<file path="config.mk">
export PLATFORM = sky130hd
export DESIGN_NAME = gumnut_io_responder
export DESIGN_NICKNAME = d
export VERILOG_FILES = /design/src/rtl/gumnut_io_responder.sv
export SDC_FILE = /design/constraint.sdc
export NUM_CORES = 1
export LEC_CHECK = 0
export CAP_MARGIN = 20
export CORE_ASPECT_RATIO = 0.9
export CORE_MARGIN = 4
export CORE_UTILIZATION = 35
export DETAILED_ROUTE_END_ITERATION = 10
export PLACE_DENSITY = 0.55
export SKIP_CTS_REPAIR_TIMING = 1
export SLEW_MARGIN = 40
export SYNTH_ARGS = -nofsm -noshare
export SYNTH_HDL_FRONTEND = slang
export SYNTH_SLANG_ARGS = --single-unit
</file>
<file path="constraint.sdc">
create_clock -name clk_i -period 3.8 [get_ports clk_i]
set_clock_uncertainty 0.05 [all_clocks]
set_input_delay 0.38 -clock clk_i [delete_from_list [all_inputs] [get_ports clk_i]]
set_output_delay 0.38 -clock clk_i [all_outputs]
set_load 0.01 [all_outputs]
</file>
<file path="src/rtl/gumnut_io_responder.sv">
// Gumnut I/O port responder: GPIO out/in, reloadable prescaled timer and interrupt handshake.
// Optional CTRL.EDGE interrupt source on gpio_i[0] is built when GUMNUT_IO_EDGE_IRQ_EN is defined.
module gumnut_io_responder #(
    parameter logic [7:0]  BASE_ADDR = 8'h10,
    parameter int unsigned PRESCALE  = 16
) (
    input  logic       clk_i,
    input  logic       rst_ni,
    input  logic       port_cyc_i,
    input  logic       port_stb_i,
    input  logic       port_we_i,
    input  logic [7:0] port_adr_i,
    input  logic [7:0] port_dat_i,
    output logic [7:0] port_dat_o,
    output logic       port_ack_o,
    output logic       int_req_o,
    input  logic       int_ack_i,
    input  logic [7:0] gpio_i,
    output logic [7:0] gpio_o
);
    localparam int unsigned PW = $clog2(PRESCALE + 1);
    localparam logic [PW-1:0] PsLast = PW'(PRESCALE - 1);

    typedef enum logic {StIdle, StAck} state_t;

    state_t      state_q, state_d;
    logic        start;
    logic        hit;
    logic [1:0]  offset;
    logic        wr_out, wr_reload, wr_ctrl;
    logic [7:0]  rd_data;
    logic [7:0]  dat_q;
    logic [7:0]  out_q;
    logic [7:0]  gpio_meta_q, gpio_sync_q;
    logic [7:0]  reload_q, count_q;
    logic [PW-1:0] presc_q;
    logic        ten_q, ien_q, tflag_q;
    logic        tick;
    logic        edge_flag;
    logic        int_req_q;

    assign hit    = (port_adr_i[7:2] == BASE_ADDR[7:2]);
    assign offset = port_adr_i[1:0];

    always_comb begin
        state_d = state_q;
        start   = 1'b0;
        unique case (state_q)
            StIdle: begin
                if (port_cyc_i && port_stb_i && hit) begin
                    state_d = StAck;
                    start   = 1'b1;
                end
            end
            StAck:   state_d = StIdle;
            default: state_d = StIdle;
        endcase
    end

    always_ff @(posedge clk_i or negedge rst_ni) begin
        if (!rst_ni) state_q <= StIdle;
        else         state_q <= state_d;
    end

    assign wr_out    = start && port_we_i && (offset == 2'd0);
    assign wr_reload = start && port_we_i && (offset == 2'd2);
    assign wr_ctrl   = start && port_we_i && (offset == 2'd3);

    always_comb begin
        rd_data = 8'h00;
        unique case (offset)
            2'd0: rd_data = out_q;
            2'd1: rd_data = gpio_sync_q;
            2'd2: rd_data = reload_q;
            2'd3: rd_data = {tflag_q, edge_flag, 4'b0000, ien_q, ten_q};
            default: rd_data = 8'h00;
        endcase
    end

    // Read data is held only for the single ack cycle, zero otherwise.
    always_ff @(posedge clk_i or negedge rst_ni) begin
        if (!rst_ni) begin
            dat_q       <= 8'h00;
            out_q       <= 8'h00;
            gpio_meta_q <= 8'h00;
            gpio_sync_q <= 8'h00;
            ten_q       <= 1'b0;
            ien_q       <= 1'b0;
        end else begin
            dat_q       <= (start && !port_we_i) ? rd_data : 8'h00;
            gpio_meta_q <= gpio_i;
            gpio_sync_q <= gpio_meta_q;
            if (wr_out) out_q <= port_dat_i;
            if (wr_ctrl) begin
                ten_q <= port_dat_i[0];
                ien_q <= port_dat_i[1];
            end
        end
    end

    assign tick = ten_q && (presc_q == PsLast) && !wr_reload;

    always_ff @(posedge clk_i or negedge rst_ni) begin
        if (!rst_ni) begin
            reload_q <= 8'hFF;
            count_q  <= 8'hFF;
            presc_q  <= '0;
            tflag_q  <= 1'b0;
        end else begin
            if (wr_reload) begin
                reload_q <= port_dat_i;
                count_q  <= port_dat_i;
                presc_q  <= '0;
            end else if (ten_q) begin
                presc_q <= tick ? '0 : presc_q + PW'(1);
                if (tick) count_q <= (count_q == 8'h00) ? reload_q : count_q - 8'h01;
            end else begin
                presc_q <= '0;
            end
            // Hardware set takes priority over a coincident write-1-to-clear.
            tflag_q <= (tick && (count_q == 8'h00)) || (tflag_q && !(wr_ctrl && port_dat_i[7]));
        end
    end

`ifdef GUMNUT_IO_EDGE_IRQ_EN
    logic sync0_prev_q, edge_q;

    always_ff @(posedge clk_i or negedge rst_ni) begin
        if (!rst_ni) begin
            sync0_prev_q <= 1'b0;
            edge_q       <= 1'b0;
        end else begin
            sync0_prev_q <= gpio_sync_q[0];
            edge_q <= (gpio_sync_q[0] && !sync0_prev_q) ||
                      (edge_q && !(wr_ctrl && port_dat_i[6]));
        end
    end

    assign edge_flag = edge_q;
`else
    assign edge_flag = 1'b0;
`endif

    // int_ack_i masks the request for one cycle; a still-pending level source reasserts it.
    always_ff @(posedge clk_i or negedge rst_ni) begin
        if (!rst_ni) int_req_q <= 1'b0;
        else         int_req_q <= ien_q && (tflag_q || edge_flag) && !int_ack_i;
    end

    assign port_ack_o = (state_q == StAck);
    assign port_dat_o = dat_q;
    assign int_req_o  = int_req_q;
    assign gpio_o     = out_q;

endmodule

</file>
; After elaboration in Yosys (flattened, before gate mapping)
; Index checks and enable logic that the tools add are counted.
[word_totals]
regBits = 58
in_bits = 30
output_inout_bits = 18
word_cells = 56
[op_classes]
addsub = 2
n_eq_ne = 5
muxes = 12
n_bitwise = 1
reduce_logical = 24
[op_table]
columns = operator, count
row1 = two-way mux 8 bit, 5
row2 = case mux 8 bit (4 select lines), 1
row3 = two-way mux 5 bit, 3
row4 = logical AND 1 bit, 14
row5 = zero test 8 bit, 1
row6 = subtractor 8 x 1 -> 8 bit (second input constant), 1
row7 = == test 6 x 3 -> 1 bit (second input constant), 1
row8 = adder 5 x 1 -> 5 bit (second input constant), 1
row9 = == test 5 x 4 -> 1 bit (second input constant), 1
row10 = == test 2 bit (second input constant), 2
row11 = zero test 1 bit, 4
row12 = nonzero test 2 bit, 2
row13 = == test 2 x 1 -> 1 bit (second input constant), 1
row14 = zero test 2 bit, 1
row15 = two-way mux 1 bit, 2
row16 = case mux 1 bit (2 select lines), 1
row17 = AND reduction 2 bit, 1
row18 = logical OR 1 bit, 1
row19 = NOT 1 bit, 1

; Logic depth before layout (Yosys ltp)
[logic_depth]
word_depth = 11
mapped_depth = 7
ltp_nobuf = 7

; Least setup slack after synthesis
; OpenSTA, ideal clock, no wires.
[synth_timing]
path_type = reg-to-reg
from = reg count_q[0]
to = reg count_q[4]
setup_ns = 0.085
t_arrival_ns = 1.737
required_time_ns = 3.665
slack_ns = 1.928
path_stages_with_launch = 8
n_path_buf = 1
period_less_slack_ns = 1.872
path_cell_list = dfstp_2 inv_1 ha_1 or3b_2 buf_2 or4_1 nand3_1 o21ai_0
[synth_via]
elab_chain_len = 5
word_cells_on_any_way = 6
classes_between = add/sub: 1 / mux: 4 / reduce/logical: 1
[synth_rtl]
columns = item, line_no
row1 = start: declaration, 35  ; logic [7:0] reload_q, count_q;
row2 = start signal: assignment, 112  ; count_q <= port_dat_i;
row3 = start signal: assignment, 116  ; if (tick) count_q <= (count_q == 8'h00) ? reload_q : count_q - 8'h01;
row4 = subtractor 8 x 1 -> 8 bit or zero test 8 bit (tied branches), 116
row5 = two-way mux 8 bit (*) (2 in series), 116
row6 = two-way mux 8 bit (*), 114  ; end else if (ten_q) begin
row7 = two-way mux 8 bit (*), 110  ; if (wr_reload) begin
; Mark *: on every way between the ends. The rest lies on a longest branch, timed or not. The select of a mux whose other input is x is not followed.
; A chain may end at the register's enable or synchronous reset.

; Worst setup path in the final report
[layout_timing]
from = in port_adr_i[1]
to = reg presc_q[3]
[layout_via]
elab_chain_len = 7
[layout_rtl]
columns = item, line_no
row1 = start: declaration, 12  ; input logic [7:0] port_adr_i,
row2 = == test 2 bit (*), 66  ; assign wr_reload = start && port_we_i && (offset == 2'd2);
row3 = logical AND 1 bit (*), 66
row4 = zero test 1 bit, 101  ; assign tick = ten_q && (presc_q == PsLast) && !wr_reload;
row5 = logical AND 1 bit, 101
row6 = two-way mux 5 bit, 115  ; presc_q <= tick ? '0 : presc_q + PW'(1);
row7 = two-way mux 5 bit, 114
row8 = two-way mux 5 bit (*), 110
row9 = end signal: assignment, 115
row10 = end: declaration, 36  ; logic [PW-1:0] presc_q;
; Mark *: on every way between the ends. The rest lies on a longest branch, timed or not.

==> qor.csv <==
metric,value,unit
initial_core_util,35.89,%
syn_area,2514,um2
yosys_most_used_dff,dfrtp_1,
p_per_area,409.1,nW/um2
cpMostUsedCell,nand3b_1,
synth_area_leaders,"dfrtp_1, dfstp_2, mux2_2, nand2_1, nor2_1",
via_per_inst,4.927,
numCtsBuffers,9,
drt_iter0_drc,68,
synthAdderAreaFrac,1.991,%
ys_seq_elements,58,
fin_crit_sh,62.21,%
fin_crit,2.364,ns
root_buffer,clkbuf_8,
switchingPower,0.0003034,W
violations,negative hold slack,
internal-power,0.001047,W
synth-edff-count,0,
routed_wl,5584,um
cts.clk_slew.worst_paths,0.07,ns
clock-sinks,58,
dp_hpwl,4035,um
cp-startpoint,port_adr_i[1],
vias,1813,
fillers,667,
p_clk_share,47.2,%
timing.fmax,423.0,MHz
swShare,22.46,%
rsz0062_at_grt,no,
chipHeight,88.40,um
synth-compound-area-share,8.462,%
drt_pass1_iterations,4,
dieArea,8603,um2
port-buffer-count,47,
holdWs,-0.01438,ns
tightest_slew,0.7375,ns
cp_max_fo,14,
core_area,7003,um2
io-pin-count,48,
worstHoldPathType,in2async,
synth-simple-area-share,18.02,%
die_w,97.33,um
synth.area.mux_share,10.05,%
grt_overflow,0,
worstSetupStartpointType,primary input,
cp_slowest_cell,clkdlybuf4s50_1,
async_reset_ff_share,100.0,%
cts-htree-levels,3,
grt_max_degree,34,
peakVddDrop,0.2324,mV
grt_pass1_vias,1798,
syn2layout_area_growth,31.36,%
crit_required,3.98,ns
cts_tree,yes,
seqPwrFrac,47.3,%
drc,0,
ant_nets,0,
power.leakage,1.428,nW
antenna_found_initial,0,
fin_nets,304,
regToRegStartpoint,count_q[0]$_DFFE_PN1P_,
max-slew-margin-rel,50.42,%
setup_violations,0,
synth_top_area_share,41.81,%
setup_tns,0,ns
place_congestion,0.8296,
cp-end-kind,register,
arrival,2.54,ns
synth_nets,250,
clock_latency,0.34,ns
synth_top_family_by_area,simple AND/OR/NAND/NOR gates,
grt_usage,14.05,%
synth_seq_area_share,58.54,%
drv_slew,0,
critPathMaxStageDelay,0.86,ns
wl_per_cell,15.17,um
synth.largest_area_cell,dfrtp_1,
syn_avg_cell_area,11.64,um2
power_frac_comb,5.5,%
setup.worst_path.class,in2reg,
maxCapViolCount,0,
synth_warnings,0,
clk_path_buf_depth,2,
status,finished with violations,
synth-xor-area-share,0.6969,%
num_rows,29,
finalHoldViolCount,16,
fin_util,47.15,%
grt_pass1_wl,9273,um
yosysUniqueCellTypes,45,
synthCells,216,
drive_above_1_share,21.82,%
n_antenna_cell,0,
crit_chain,clkdlybuf4s50_1 > nand3b_1 > or4_1 > nand3b_1 > nor2_1,
==> registers in the layout, indices dropped and copies added (netlist names) <==
name         count
reload_q         8
gpio_sync_q      8
gpio_o           8
tflag_q          1
port_ack_o       1
ien_q            1
ten_q            1
gpio_meta_q      8
int_req_o        1
presc_q          5
count_q          8
port_dat_o       8
==> worst max-delay path: cells and delay by family <==
| family | cells | cell delay (ns) |
|---|---|---|
| buf+inv | 1 | 0.86 |
| simple gates | 4 | 1.29 |
==> cell usage after synthesis, types with 2 or more instances <==
cell type   n
dfrtp_1    42
a31o_2      2
mux2i_1     5
mux4_2      3
nand2_1    28
nor4_1      2
nor2_1     23
nor3_1      2
nand3_1     3
dfstp_2    16
nand4_1     2
buf_2       3
nand2b_1    2
inv_1       6
and3_1      3
nor2b_1     4
ha_1        4
o211ai_1    3
mux2_2     12
or4_1       4
o21ai_1     2
o21ai_0     9
nand3b_1    3
a21oi_1    12
==> placed cells by master (no fill, tap or decap), types with 4 or more instances in the layout <==
| cell type | Yosys | final |
|---|---|---|
| ha_1 | 4 | 4 |
| dfstp_2 | 16 | 16 |
| clkdlybuf4s50_1 | 0 | 46 |
| a21oi_1 | 12 | 12 |
| or4_1 | 4 | 4 |
| o21ai_0 | 9 | 9 |
| mux2_2 | 12 | 12 |
| clkbuf_8 | 0 | 9 |
| mux2i_1 | 5 | 5 |
| nor2b_1 | 4 | 4 |
| dfrtp_1 | 42 | 42 |
| inv_1 | 6 | 6 |
| nor2_1 | 23 | 23 |
| nand2_1 | 28 | 28 |
==> per-layer routing <==
layer / GRT usage (%) / share of wire, % / wire length (um) / vias up
li1: - / - / - / 872
met1: 18.21 / 47 / 2642 / 875
met2: 21.55 / 45 / 2519 / 57
met3: 4.649 / 6.2 / 346 / 9
met4: 6.667 / 1.3 / 74 / 0
met5: 0 / 0 / 0 / -
==> final cells by class <==
type                    count  area (um2)  area share, %
flip-flops and latches     58        1471          44.56
inverters                   6       22.52         0.6821
well taps                  93       116.4          3.524
multi-input cells         147       992.2          30.05
repair buffers             48       473.0          14.32
clock buffers               9       123.9          3.751
clock inverters             7       102.6          3.107
==> power by group through the flow <==
stage          sequential (W)  clock [W]  combinational [W]
3_3_place_gp         0.000651          0          0.0000744
2_1_floorplan        0.000649          0          0.0000227
4_1_cts              0.000640   0.000660          0.0000755
3_5_place_dp         0.000651          0          0.0000749
6_report             0.000640   0.000638          0.0000737
5_1_grt              0.000641   0.000681          0.0000828
==> final timing paths <==
kind,to,slack [ns],cells past startpoint
worst min register to register,gpio_sync_q[4]$_DFF_PN0_,0.30,0
worst max-delay path,presc_q[3]$_DFF_PN0_,1.44,5
min in group clk_i,gpio_sync_q[4]$_DFF_PN0_,0.30,0
max in group asynchronous,count_q[6]$_DFFE_PN1P_,2.85,2
worst max register to register,count_q[3]$_DFFE_PN1P_,1.69,6
worst min-delay path,int_req_o$_DFF_PN0_,-0.01,1
==> stage by stage <==
| stage | instances | power, W | cell area, um2 | setup slack [ns] | hold slack [ns] |
|---|---|---|---|---|---|
| 5_1_grt | 368 | 0.001404 | 3302 | 1.266 | 0.03317 |
| 4_1_cts | 368 | 0.001375 | 3296 | 1.468 | -0.001043 |
| 2_1_floorplan | 216 | 0.0006717 | 2514 | 1.928 | 0.03441 |
| 6_report | 368 | 0.001351 | 3302 | 1.436 | -0.01438 |
| 3_3_place_gp | 352 | 0.0007251 | 3069 | 1.158 | 0.2831 |
| 3_5_place_dp | 352 | 0.0007255 | 3069 | 1.084 | 0.2847 |
==> cell families after synthesis <==
family / after synthesis
muxes: 20
AOI/OAI and AO/OA: 35
DFF: 58
adders and majority gates: 4
xor gates and xnor gates: 2
buffers and inverters: 11
and+or+nand+nor: 86
No activity file was read; power rests on OpenSTA's default activity.
